### config.mk
export PLATFORM = sky130hd
export DESIGN_NAME = store_merge_unit_flat
export DESIGN_NICKNAME = d
export VERILOG_FILES = /design/src/rtl/store_merge_unit_pkg.sv /design/src/rtl/store_merge_unit_if.sv /design/src/rtl/store_lane_merge.sv /design/src/rtl/store_merge_unit.sv /design/src/flat_wrapper.sv
export SDC_FILE = /design/constraint.sdc
export NUM_CORES = 1
export LEC_CHECK = 0
export ABC_AREA = 1
export ABC_CLOCK_PERIOD_IN_PS = 3040
export BUFFER_PORTS_ARGS = -buffer_cell sky130_fd_sc_hd__buf_2
export CAP_MARGIN = 5
export CORE_MARGIN = 2
export CORE_UTILIZATION = 46
export DETAILED_ROUTE_END_ITERATION = 10
export GPL_TIMING_DRIVEN = 0
export MAX_ROUTING_LAYER = met4
export PLACE_DENSITY = 0.69
export SYNTH_ARGS = -nofsm -noshare
export SYNTH_HDL_FRONTEND = slang
export SYNTH_HIERARCHICAL = 1
export SYNTH_SLANG_ARGS = --single-unit
### constraint.sdc
create_clock -name clk -period 3.04 [get_ports clk]
set_input_delay 0.304 -clock clk [delete_from_list [all_inputs] [get_ports clk]]
set_output_delay 0.304 -clock clk [all_outputs]
set_load 0.1 [all_outputs]
### src/rtl/store_merge_unit_pkg.sv
// Shared definitions for the store merge path: store opcodes, FSM states,
// byte-lane masks and small alignment helpers.
package store_merge_unit_pkg;

    // Store operation encodings, numbered to parallel the load opcodes.
    typedef enum logic [2:0] {
        SOP_NONE = 3'b000,
        SOP_SB   = 3'b001,
        SOP_SH   = 3'b010,
        SOP_SW   = 3'b011
    } storeop_e;

    // Store FSM states.
    typedef enum logic [1:0] {
        S_IDLE = 2'd0,
        S_RD   = 2'd1,
        S_WR   = 2'd2,
        S_DONE = 2'd3
    } state_e;

    // Byte-lane masks (lane k = bits [8k+7:8k], little-endian).
    localparam logic [3:0] BE_NONE    = 4'b0000;
    localparam logic [3:0] BE_BYTE0   = 4'b0001;
    localparam logic [3:0] BE_LO_HALF = 4'b0011;
    localparam logic [3:0] BE_HI_HALF = 4'b1100;
    localparam logic [3:0] BE_WORD    = 4'b1111;

    // True for the three opcodes that actually store something.
    function automatic logic is_store_op(input logic [2:0] op);
        logic ok;
        case (op)
            SOP_SB:  ok = 1'b1;
            SOP_SH:  ok = 1'b1;
            SOP_SW:  ok = 1'b1;
            default: ok = 1'b0;
        endcase
        return ok;
    endfunction

    // Halfwords need an even address, words need a word-aligned address.
    function automatic logic is_misaligned(input logic [2:0] op, input logic [1:0] lane);
        logic bad;
        case (op)
            SOP_SH:  bad = lane[0];
            SOP_SW:  bad = (lane != 2'b00);
            default: bad = 1'b0;
        endcase
        return bad;
    endfunction

endpackage

### src/rtl/store_merge_unit_if.sv
// Bundle of the pipeline-side store request signals and the word-wide
// memory port. The slave modport is the store unit; master is its environment.
interface store_merge_unit_if #(
    parameter int ADDR_W = 32
);
    logic              st_req;
    logic [2:0]        Storeop;
    logic [ADDR_W-1:0] addr;
    logic [31:0]       datain;
    logic              st_busy;
    logic              st_done;
    logic              st_misalign;
    logic              mem_req;
    logic              mem_we;
    logic [ADDR_W-1:0] mem_addr;
    logic [31:0]       mem_wdata;
    logic [3:0]        mem_be;
    logic [31:0]       mem_rdata;
    logic              mem_ack;

    modport slave (
        input  st_req, Storeop, addr, datain, mem_rdata, mem_ack,
        output st_busy, st_done, st_misalign,
        output mem_req, mem_we, mem_addr, mem_wdata, mem_be
    );

    modport master (
        output st_req, Storeop, addr, datain, mem_rdata, mem_ack,
        input  st_busy, st_done, st_misalign,
        input  mem_req, mem_we, mem_addr, mem_wdata, mem_be
    );
endinterface

### src/rtl/store_lane_merge.sv
// Combinational lane merge: inserts the byte/halfword/word store data into
// the old memory word and reports the lanes the store touches.
module store_lane_merge
    import store_merge_unit_pkg::*;
(
    input  logic [2:0]  op,
    input  logic [1:0]  lane,
    input  logic [31:0] datain,
    input  logic [31:0] old_word,
    output logic [31:0] merged_word,
    output logic [3:0]  byte_en
);

    // Overwrite only the addressed lanes; everything else keeps old_word.
    always_comb begin
        merged_word = old_word;
        byte_en     = BE_NONE;
        case (op)
            SOP_SB: begin
                merged_word[{lane, 3'b000} +: 8] = datain[7:0];
                byte_en = BE_BYTE0 << lane;
            end
            SOP_SH: begin
                if (lane[1]) begin
                    merged_word[31:16] = datain[15:0];
                    byte_en = BE_HI_HALF;
                end else begin
                    merged_word[15:0] = datain[15:0];
                    byte_en = BE_LO_HALF;
                end
            end
            SOP_SW: begin
                merged_word = datain;
                byte_en     = BE_WORD;
            end
            default: begin
                merged_word = old_word;
                byte_en     = BE_NONE;
            end
        endcase
    end

endmodule

### src/rtl/store_merge_unit.sv
// Store merge unit: turns SB/SH/SW requests into full-word writes using
// read-modify-write for sub-word stores, and rejects misaligned stores.
module store_merge_unit
    import store_merge_unit_pkg::*;
#(
    parameter int ADDR_W = 32
) (
    input  logic              clk,
    input  logic              rst_n,
    store_merge_unit_if.slave sif
);

    state_e      state_r;
    logic [2:0]  op_r;
    logic [1:0]  lane_r;
    logic [31:0] data_r;

    logic [2:0]  sel_op_s;
    logic [1:0]  sel_lane_s;
    logic [31:0] sel_data_s;
    logic [31:0] merged_s;
    logic [3:0]  be_s;
    logic        accept_s;

    // In IDLE merge the live request (SW goes straight to write); afterwards
    // merge the captured request against the word coming back from memory.
    always_comb begin
        if (state_r == S_IDLE) begin
            sel_op_s   = sif.Storeop;
            sel_lane_s = sif.addr[1:0];
            sel_data_s = sif.datain;
        end else begin
            sel_op_s   = op_r;
            sel_lane_s = lane_r;
            sel_data_s = data_r;
        end
    end

    // A request is taken only when idle and carrying a real store opcode.
    always_comb begin
        if (state_r == S_IDLE) begin
            accept_s = sif.st_req & is_store_op(sif.Storeop);
        end else begin
            accept_s = 1'b0;
        end
    end

    store_lane_merge u_merge (
        .op          (sel_op_s),
        .lane        (sel_lane_s),
        .datain      (sel_data_s),
        .old_word    (sif.mem_rdata),
        .merged_word (merged_s),
        .byte_en     (be_s)
    );

    // Store FSM with all outputs registered; memory fields are loaded on
    // phase entry and held until the phase's ack.
    always_ff @(posedge clk or negedge rst_n) begin
        if (!rst_n) begin
            state_r         <= S_IDLE;
            op_r            <= 3'b000;
            lane_r          <= 2'b00;
            data_r          <= 32'h0000_0000;
            sif.st_busy     <= 1'b0;
            sif.st_done     <= 1'b0;
            sif.st_misalign <= 1'b0;
            sif.mem_req     <= 1'b0;
            sif.mem_we      <= 1'b0;
            sif.mem_addr    <= '0;
            sif.mem_wdata   <= 32'h0000_0000;
            sif.mem_be      <= BE_NONE;
        end else begin
            case (state_r)
                S_IDLE: begin
                    sif.st_done     <= 1'b0;
                    sif.st_misalign <= 1'b0;
                    if (accept_s) begin
                        op_r        <= sif.Storeop;
                        lane_r      <= sif.addr[1:0];
                        data_r      <= sif.datain;
                        sif.st_busy <= 1'b1;
                        if (is_misaligned(sif.Storeop, sif.addr[1:0])) begin
                            state_r         <= S_DONE;
                            sif.st_done     <= 1'b1;
                            sif.st_misalign <= 1'b1;
                        end else if (sif.Storeop == SOP_SW) begin
                            state_r       <= S_WR;
                            sif.mem_req   <= 1'b1;
                            sif.mem_we    <= 1'b1;
                            sif.mem_addr  <= {sif.addr[ADDR_W-1:2], 2'b00};
                            sif.mem_wdata <= merged_s;
                            sif.mem_be    <= be_s;
                        end else begin
                            state_r      <= S_RD;
                            sif.mem_req  <= 1'b1;
                            sif.mem_we   <= 1'b0;
                            sif.mem_addr <= {sif.addr[ADDR_W-1:2], 2'b00};
                        end
                    end else begin
                        state_r     <= S_IDLE;
                        sif.st_busy <= 1'b0;
                    end
                end
                S_RD: begin
                    if (sif.mem_ack) begin
                        state_r       <= S_WR;
                        sif.mem_we    <= 1'b1;
                        sif.mem_wdata <= merged_s;
                        sif.mem_be    <= be_s;
                    end else begin
                        state_r <= S_RD;
                    end
                end
                S_WR: begin
                    if (sif.mem_ack) begin
                        state_r     <= S_DONE;
                        sif.mem_req <= 1'b0;
                        sif.mem_we  <= 1'b0;
                        sif.mem_be  <= BE_NONE;
                        sif.st_done <= 1'b1;
                    end else begin
                        state_r <= S_WR;
                    end
                end
                S_DONE: begin
                    state_r         <= S_IDLE;
                    sif.st_busy     <= 1'b0;
                    sif.st_done     <= 1'b0;
                    sif.st_misalign <= 1'b0;
                end
                default: begin
                    state_r         <= S_IDLE;
                    sif.st_busy     <= 1'b0;
                    sif.st_done     <= 1'b0;
                    sif.st_misalign <= 1'b0;
                    sif.mem_req     <= 1'b0;
                    sif.mem_we      <= 1'b0;
                    sif.mem_be      <= BE_NONE;
                end
            endcase
        end
    end

endmodule

### src/flat_wrapper.sv
// flat-port wrapper written by rule: the top's interface ports become plain ports
module store_merge_unit_flat import store_merge_unit_pkg::*;
#(
    parameter int ADDR_W = 32
)
  (clk, rst_n, sif_st_req, sif_Storeop, sif_addr, sif_datain, sif_mem_rdata, sif_mem_ack, sif_st_busy, sif_st_done, sif_st_misalign, sif_mem_req, sif_mem_we, sif_mem_addr, sif_mem_wdata, sif_mem_be);
  store_merge_unit_if #(.ADDR_W(ADDR_W)) sif_i ();
  input  logic clk;
  input  logic rst_n;
  input wire logic [$bits(sif_i.st_req)-1:0] sif_st_req;
  input wire logic [$bits(sif_i.Storeop)-1:0] sif_Storeop;
  input wire logic [$bits(sif_i.addr)-1:0] sif_addr;
  input wire logic [$bits(sif_i.datain)-1:0] sif_datain;
  input wire logic [$bits(sif_i.mem_rdata)-1:0] sif_mem_rdata;
  input wire logic [$bits(sif_i.mem_ack)-1:0] sif_mem_ack;
  output wire logic [$bits(sif_i.st_busy)-1:0] sif_st_busy;
  output wire logic [$bits(sif_i.st_done)-1:0] sif_st_done;
  output wire logic [$bits(sif_i.st_misalign)-1:0] sif_st_misalign;
  output wire logic [$bits(sif_i.mem_req)-1:0] sif_mem_req;
  output wire logic [$bits(sif_i.mem_we)-1:0] sif_mem_we;
  output wire logic [$bits(sif_i.mem_addr)-1:0] sif_mem_addr;
  output wire logic [$bits(sif_i.mem_wdata)-1:0] sif_mem_wdata;
  output wire logic [$bits(sif_i.mem_be)-1:0] sif_mem_be;
  assign sif_i.st_req = sif_st_req;
  assign sif_i.Storeop = sif_Storeop;
  assign sif_i.addr = sif_addr;
  assign sif_i.datain = sif_datain;
  assign sif_i.mem_rdata = sif_mem_rdata;
  assign sif_i.mem_ack = sif_mem_ack;
  assign sif_st_busy = sif_i.st_busy;
  assign sif_st_done = sif_i.st_done;
  assign sif_st_misalign = sif_i.st_misalign;
  assign sif_mem_req = sif_i.mem_req;
  assign sif_mem_we = sif_i.mem_we;
  assign sif_mem_addr = sif_i.mem_addr;
  assign sif_mem_wdata = sif_i.mem_wdata;
  assign sif_mem_be = sif_i.mem_be;
  store_merge_unit #(.ADDR_W(ADDR_W)) u_core (.clk(clk), .rst_n(rst_n), .sif(sif_i));
endmodule
==> impl_metrics.toml <==
[route]
avgRoutedWirePerCell_um = 14.4
viasPerCell = 4.89
dr.first_iter.drc_count = 538
ant_nets = 0
routed_wirelength_um = 19600
route.detailed.drc = 0
vias = 6652
drt_pass1_iterations = 5

[finish]
nNetsFinal = 1284
fin_area_um2 = 8310
diodes = 0
multi_input_area_um2 = 3230
mostFrequentLayoutCells = "nand2_1 (336), buf_2 (189), inv_1 (141)"
fill_cells = 1428
final_common_cell = "nand2_1"
utilization_pct = 57.4
area_growth_pct = 22.6
seqCellArea_um2 = 2750
layout-drive-gt1-share_pct = 27.1

[logic_synthesis]
synth_area_um2 = 6780
yosysWarningCount = 6
synth_enable_flop_cells = 0
synth_seq_area_share_pct = 40.6
synth.distinct_cells = 27
netlist_instances = 984
syn_avg_cell_area_um2 = 6.89
synth_ff_type = "dfrtp_1"
synth_seq_cells = 110
async_flop_share_pct = 100

[sta]
max_slew.worst_pin.slew_ns = 0.681
final-setup-viol-count = 0
grt_setup_unrepaired = "false"
setup_slack_ns = 0.173
final-hold-violation-count = 0
slew_headroom_pct = 54.1
final.setup_skew_ns = 0.00708
period_needed_ns = 2.87
fin_setup_tns_ns = 0
fin_hold_ws_ns = 0.149
maxSlewViolCount = 0
max_freq_mhz = 349
min_period_over_period_pct = 94.3

[critical_path]
worst-path-max-fanout = 13
worstPathRequired_ns = 3.32
crit_path_start = "u_core/state_r[0]"
worst-setup-path-type = "reg -> reg"
cp-end-kind = "flop"
startpoint_type = "flop"
r2r-start = "u_core/state_r[0]"
arrival_ns = 3.15
reg2reg_depth = 17

[clock_tree]
clock_latency_ns = 0.35
cts_sinks = 110
clk_pin_slew_ns = 0.08
cts_buffers = 9
htree_levels = 3
tritoncts = "built"
root_buffer = "clkbuf_16"
clockBufferDepth = 2

[die]
num_rows = 44
coreArea_um2 = 14500
initial_utilization_pct = 46.8
die_area_um2 = 15700
ios = 176
die_height_um = 125
fp.dieW_um = 125

[power]
vdd_drop_max_v = 0.000470
powerDensity_nw_per_um2 = 967
p_sw_share_pct = 56.6
internal-power_w = 0.00349
p_sw_w = 0.00454
pwr-share-comb_pct = 57.1
seq_power_share_pct = 26.7
p_clk_share_pct = 16.3
p_leak_nw = 4.74

[placed_design]
placed_area_um2 = 7910
io_buffers = 173
post-dp-hpwl_um = 15300
dp_slack_ns = -0.401
gp_congestion = 0.945

[global_route]
globalRouteTotalUtil_pct = 25.9
grt_max_degree = 62
grt_pass1_wl_um = 31700
grt_pass1_vias = 6166
grt_antenna_before_repair = 0
gr-total-overflow = 0

[min_path]
hold_path_startpoint = "sif_addr[25]"
holdPathStages = 3
hold_path.class = "in -> reg"

[run]
cap_violations = 0

[outcome]
status = "complete, no violations"
-- state kept, by name, indices dropped and copies added, names as in the netlist --
name / count
u_core/data_r: 32
u_core/sif.mem_wdata: 32
u_core/sif.mem_addr: 30
u_core/sif.mem_be: 4
u_core/op_r: 3
u_core/lane_r: 2
u_core/state_r: 2
u_core/sif.mem_req: 1
u_core/sif.mem_we: 1
u_core/sif.st_busy: 1
u_core/sif.st_done: 1
u_core/sif.st_misalign: 1
-- cells in the mapped netlist, types with 3 or more instances --
library cell | n | area, um2
nand2_1 | 337 | 1260
a21oi_1 | 4 | 20.0
nor2_1 | 88 | 330
buf_6 | 7 | 78.8
o21ai_1 | 21 | 105
buf_4 | 7 | 52.6
buf_2 | 21 | 105
nand2_2 | 29 | 181
ha_1 | 11 | 138
dfrtp_1 | 110 | 2750
nor2_2 | 6 | 37.5
inv_1 | 142 | 533
clkbuf_1 | 12 | 45.0
o21ai_2 | 33 | 289
nor3_1 | 3 | 15.0
inv_2 | 4 | 15.0
o21ai_0 | 62 | 310
nand4_1 | 15 | 93.8
nand3_1 | 62 | 310
-- power by group through the flow --
| stage | sequential (W) | clock [W] | combinational, W |
|---|---|---|---|
| CTS | 0.00215 | 0.00133 | 0.00456 |
| global route | 0.00220 | 0.00139 | 0.00484 |
| floorplan | 0.00464 | 0 | 0.00120 |
| detailed placement | 0.00217 | 0 | 0.00454 |
| global placement | 0.00215 | 0 | 0.00451 |
| finish | 0.00214 | 0.00131 | 0.00458 |
-- area by class of cell --
type                            instances  share of cell area, %
Buffer                                 45                   3.43
Clock buffer                            9                   2.71
Clock inverter                          7                   1.27
Inverter                              148                   6.76
Multi-Input combinational cell        680                   38.9
Sequential cell                       110                   33.1
Tap cell                              184                   2.77
Timing Repair Buffer                  176                   11.0
-- worst paths after layout --
kind                                       endpoint  slack, ns
max reg2reg                u_core/sif.mem_wdata[12]       0.17
min                         u_core/sif.mem_addr[25]       0.15
max                        u_core/sif.mem_wdata[12]       0.17
min in group asynchronous    u_core/sif.mem_addr[4]       0.52
max in group asynchronous         u_core/state_r[1]       1.77
min reg2reg                 u_core/sif.mem_addr[22]       0.47
-- worst max-delay path, stage by stage, from the launching register on --
cell and delay (ns):
dfrtp_1 0.40, inv_1 0.08, ha_1 0.20, buf_6 0.16, inv_4 0.13, nand2_1 0.10, o21ai_4 0.09, buf_4 0.19
inv_1 0.08, clkbuf_4 0.22, ha_4 0.32, clkbuf_2 0.25, nand3_1 0.12, nor2_1 0.12, nand2_1 0.07, nand3_1 0.10
inv_1 0.05, o21ai_2 0.11
-- kinds of logic after synthesis --
| family | count (synthesis) | synth area share [%] |
|---|---|---|
| buf+inv | 195 | 12.4 |
| flops | 110 | 40.6 |
| compound gates | 121 | 10.9 |
| other cells | 1 | 0.0553 |
| simple gates | 546 | 34.0 |
| fa+ha+maj | 11 | 2.03 |
-- through the flow --
stage | std cells | total power, W
after CTS | 1359 | 0.00804
after floorplan | 985 | 0.00584
after detailed placement | 1343 | 0.00671
final | 1359 | 0.00803
after global placement | 1342 | 0.00666
after global routing | 1359 | 0.00844
-- routing by layer --
layer,track usage (%),vias to the layer above,part of all wire [%]
li1,-,3376,-
met1,36.8,3006,47
met2,39.6,254,45
met3,2.87,16,6.1
met4,6.99,0,1.7
met5,-,-,0
-- timing repair --
item / in CTS / in global routing
setup buffers: 0 / 1
setup endpoints to repair: 33 / 33
gates resized for setup: 10 / 17
gates cloned: 0 / 0
hold endpoints to repair: 20 / 0
hold buffers: 1 / 0
Note: power is estimated with default switching activity, not from simulation.
